**config.mk**
```make
export PLATFORM = sky130hd
export DESIGN_NAME = sd_spi_shifter
export DESIGN_NICKNAME = d
export VERILOG_FILES = /design/src/rtl/sd_spi_shifter.sv
export SDC_FILE = /design/constraint.sdc
export NUM_CORES = 1
export LEC_CHECK = 0
export CAP_MARGIN = 20
export CELL_PAD_IN_SITES_DETAIL_PLACEMENT = 0
export CELL_PAD_IN_SITES_GLOBAL_PLACEMENT = 1
export CORE_AREA = 5 5 68 70
export DETAILED_ROUTE_END_ITERATION = 10
export DIE_AREA = 0 0 73 75
export PLACE_DENSITY = 0.87
export SLEW_MARGIN = 20
export SYNTH_ARGS = -nofsm -noshare
export SYNTH_HDL_FRONTEND = slang
export SYNTH_SLANG_ARGS = --single-unit
export TNS_END_PERCENT = 30
```
**constraint.sdc**
```tcl
create_clock -name clk -period 3.61 [get_ports clk]
set_input_delay 0.722 -clock clk [delete_from_list [all_inputs] [get_ports clk]]
set_output_delay 0.722 -clock clk [all_outputs]
set_load 0.02 [all_outputs]
```
**src/rtl/sd_spi_shifter.sv**
```systemverilog
// SPI mode-0 byte shift engine for the SD path: drives MOSI MSB-first, captures
// MISO on rising sclk, and gates the upstream clock divider through div_en.
module sd_spi_shifter #(
  parameter int unsigned BITS = 8
) (
  input  logic            clk,
  input  logic            rst,
  input  logic            tx_valid,
  input  logic [BITS-1:0] tx_data,
  output logic            tx_ready,
  output logic            rx_valid,
  output logic [BITS-1:0] rx_data,
  output logic            busy,
  output logic            div_en,
  input  logic            sclk,
  input  logic            sclk_fall,
  input  logic            miso,
  output logic            mosi,
  input  logic            cs_req,
  output logic            cs_n
);

  localparam int unsigned CW = $clog2(BITS + 1);

  typedef enum logic [1:0] {IDLE, SHIFT, FINISH} state_t;

  state_t          state, state_nx;
  logic            sclk_q;
  logic [CW-1:0]   cnt, cnt_nx;
  logic [BITS-1:0] shift_tx, shift_tx_nx;
  logic [BITS-1:0] shift_rx, shift_rx_nx;
  logic [BITS-1:0] rx_data_nx;
  logic            mosi_nx, div_en_nx, rx_valid_nx;
  logic            rise, fall;

  assign rise     = sclk & ~sclk_q;
  assign fall     = sclk_fall & div_en;
  assign tx_ready = (state == IDLE);
  assign busy     = (state != IDLE);

  always_comb begin
    state_nx    = state;
    cnt_nx      = cnt;
    shift_tx_nx = shift_tx;
    shift_rx_nx = shift_rx;
    rx_data_nx  = rx_data;
    mosi_nx     = mosi;
    div_en_nx   = div_en;
    rx_valid_nx = 1'b0;
    unique case (state)
      IDLE: begin
        mosi_nx   = 1'b1;
        div_en_nx = 1'b0;
        if (tx_valid) begin
          shift_tx_nx = tx_data;
          mosi_nx     = tx_data[BITS-1];
          cnt_nx      = '0;
          div_en_nx   = 1'b1;
          state_nx    = SHIFT;
        end
      end
      SHIFT: begin
        // Rise wins over fall; a fall before the first rise is the leftover
        // edge of a divider that was parked with sclk high.
        if (rise) begin
          shift_rx_nx = (shift_rx << 1) | BITS'(miso);
          cnt_nx      = cnt + CW'(1);
          if (cnt_nx == CW'(BITS)) state_nx = FINISH;
        end else if (fall && (cnt != '0)) begin
          shift_tx_nx = shift_tx << 1;
          mosi_nx     = shift_tx_nx[BITS-1];
        end
      end
      FINISH: begin
        if (fall) begin
          div_en_nx   = 1'b0;
          mosi_nx     = 1'b1;
          rx_data_nx  = shift_rx;
          rx_valid_nx = 1'b1;
          state_nx    = IDLE;
        end
      end
      default: state_nx = IDLE;
    endcase
  end

  always_ff @(posedge clk) begin
    if (rst) begin
      state    <= IDLE;
      sclk_q   <= 1'b1;
      cnt      <= '0;
      shift_tx <= '0;
      shift_rx <= '0;
      rx_data  <= '0;
      rx_valid <= 1'b0;
      mosi     <= 1'b1;
      div_en   <= 1'b0;
      cs_n     <= 1'b1;
    end else begin
      state    <= state_nx;
      sclk_q   <= sclk;
      cnt      <= cnt_nx;
      shift_tx <= shift_tx_nx;
      shift_rx <= shift_rx_nx;
      rx_data  <= rx_data_nx;
      rx_valid <= rx_valid_nx;
      mosi     <= mosi_nx;
      div_en   <= div_en_nx;
      cs_n     <= ~cs_req;
    end
  end

endmodule

```
==> metrics <==
Final Hold Viols 0; Min Hold Slack roughly 450 ps; FF+latch count, synth 34; CTS tree done; pin count of the biggest net entering global routing 31; Crit-path slowest cell ha_1; grt ovf 0; first-pass GRT wire length around 5400 microns; worst path cell trace inv_1 > ha_1 > nor2_1 > nor2_1 > a21oi_1 > a311oi_1; Via Count between 1000 and 1500; diode count 0; Critical Path Source Type flip-flop; hold_buf cts 0; Die Width 73 microns; post-CTS sizing 0; Worst-path clk slew 70 ps; Layout Nets 226; commonest non-fill, non-tap cell in the layout dfxtp_1; Distinct cells, synth 34; Num CTS Buffers 5; HPWL after DPL 2240 microns; VDD IR max 0.000258 V; critical path type reg2reg; cells after synthesis 180; post-CTS setup buffer count 0; Max Fclk about 380 MHz; P_sw approximately 0.00033 W; Finish-stage setup viols 0; # DRC 0; GRT busiest layer met2; CTS root buffer clkbuf_8; CP required 3800 ps; placed cells 248; # H-tree levels 2; Total GRT Usage about 13%; clock skew 7.51 ps; initial antenna violation count 0; met1 Track Usage GR 15.7%; Setup WS pre-CTS 1030 ps; fin crit period between 2000 and 3000 ps; worst slew pin tran slightly below 1000 ps; switch share 30.0%; row cnt 23; Clk pwr share 32.2%; Main synth FF type dfxtp_1; initial core utilization 39.5%; Pint ~0.00076 W; Final Slew Violations 0; final WL between 3000 and 4000 microns; FFs w/ async S/R, synth 0%; final cell count without fillers 255; most frequent CP cell nor2_1; chip height 75 microns; sequential area share after synthesis between 40% and 50%; CP Capture Type flip-flop; Worst Path Arrival ~2800 ps; Total Negative Setup Slacks 0 ps; Avg Cell Area, Syn 8.60 sq um; DR WL/cell 12.7 microns; I/O Buffers 28; Ys Warns 0; Seq pwr share ~40%; area grow syn2layout 26.6%; # IOs 29; met3 usage under 10%; clock buffer depth 2; initial DRC count around 100; Antenna Violating Nets Remaining 0; Die Area around 5500 sq um; PwrDens roughly 560 nW/um^2; final setup margin approximately 1000 ps; Synthesized Nets 201; GR Util met2 between 20% and 30%; clock sinks 34; RSZ-0062 raised after global routing false; status completed; power share of the combinational group 27.4%; drt first pass iters 4; share of post-route cells with drive strength above 1 6.34%; hold crit path type reg2reg; commonest non-fill, non-tap cells in the layout 34 x dfxtp_1, 30 x a21oi_1, 29 x nand2_1, 28 x clkdlybuf4s50_1, 12 x nand3_1; vias in the first global route 1206; Crit Path Max Fanout 22; fillers about 400; Post-Syn Area 1550 sq um; P_leak 0.709 nW; max incr delay on CP 800 ps; clock latency at the later pin of the worst-skew pair roughly 280 ps; Power Total 0.00109 W; gpl congestion 0.739; EDFF count, synth 0; period utilization 72.3%; max cap viols 0; Slew headroom 35.4%; Via density 5.07; core area 3910 sq um
-- power groups by stage --
stage	combinational (W)	clock (W)	sequential, W
after detailed placement	0.000296	0	0.000447
final	0.000299	0.000351	0.000439
after global placement	0.000292	0	0.000446
after CTS	0.000301	0.000361	0.000439
after floorplan	0.000215	0	0.000449
after global routing	0.000330	0.000377	0.000443
-- cells by family (layout without fill, tap and decap cells) --
kind of cell | count (synthesis) | after routing | synth area share, %
AND/OR/NAND/NOR | 65 | 65 | 20.0
AO/OA/AOI/OAI | 49 | 49 | 21.0
flip-flops | 34 | 34 | 44.0
buffers and inverters | 18 | 43 | 5.01
multiplexers | 7 | 7 | 4.53
adder cells (fa/ha/maj) | 6 | 6 | 4.85
XOR/XNOR | 1 | 1 | 0.566
-- routing by layer --
| metal | wire length [microns] | vias up |
|---|---|---|
| met5 | 0 | - |
| met4 | 32 | 0 |
| met2 | 1510 | 24 |
| met1 | 1560 | 580 |
| li1 | - | 686 |
| met3 | 142 | 4 |
-- synth_stat cells, drive strengths merged (2+ instances only) --
library cell	number	share of area [%]
nand3	12	3.9
o31ai	2	1.9
a21oi	30	9.7
nor2	8	1.9
clkbuf	7	1.7
dfxtp	34	44
nand2	29	7.0
nand2b	2	0.81
nor2b	2	1.5
ha	6	4.9
nor3	5	1.6
a311oi	7	4.0
inv	7	1.7
mux2i	7	4.5
buf	4	1.6
nor3b	2	0.97
a21boi	2	0.97
-- area by class of cell --
class / instances / area, sq um / share of cell area [%]
multi-input combinational: 128 / 790 / 40.3
sequential: 34 / 681 / 34.7
timing repair buffer: 29 / 288 / 14.7
clock buffer: 6 / 82.6 / 4.21
tap: 50 / 62.6 / 3.19
clock inverter: 1 / 30.0 / 1.53
inverter: 7 / 26.3 / 1.34
-- state kept, by name (all words and copies together), names as in the netlist --
name	flops
sclk_q	1
mosi	1
rx_valid	1
cs_n	1
rx_data	8
shift_tx	7
cnt	4
state	2
shift_rx	8
div_en	1
-- critical path: cells and delay by family, from the launching register on --
kind / cells / cell delay, ps
fa+ha+maj: 1 / 800
compound gates: 2 / 430
simple gates: 2 / 850
buf+inv: 1 / 90
flops: 1 / 340
-- path summary, 6_finish.rpt --
kind               from          end  slack [ps]  cells after the start
max            state[1]  shift_tx[5]        1000                      6
min          rx_data[5]   rx_data[5]         450                      2
max reg2reg    state[1]  shift_tx[5]        1000                      6
min reg2reg  rx_data[5]   rx_data[5]         450                      2
-- through the flow --
step | util [%] | instance area [sq um]
6_report | 50.1 | 1960
5_1_grt | 50.1 | 1960
4_1_cts | 50.1 | 1960
3_5_place_dp | 47.2 | 1850
3_3_place_gp | 47.2 | 1850
2_1_floorplan | - | 1550
Note: power is estimated with default switching activity, not from simulation.
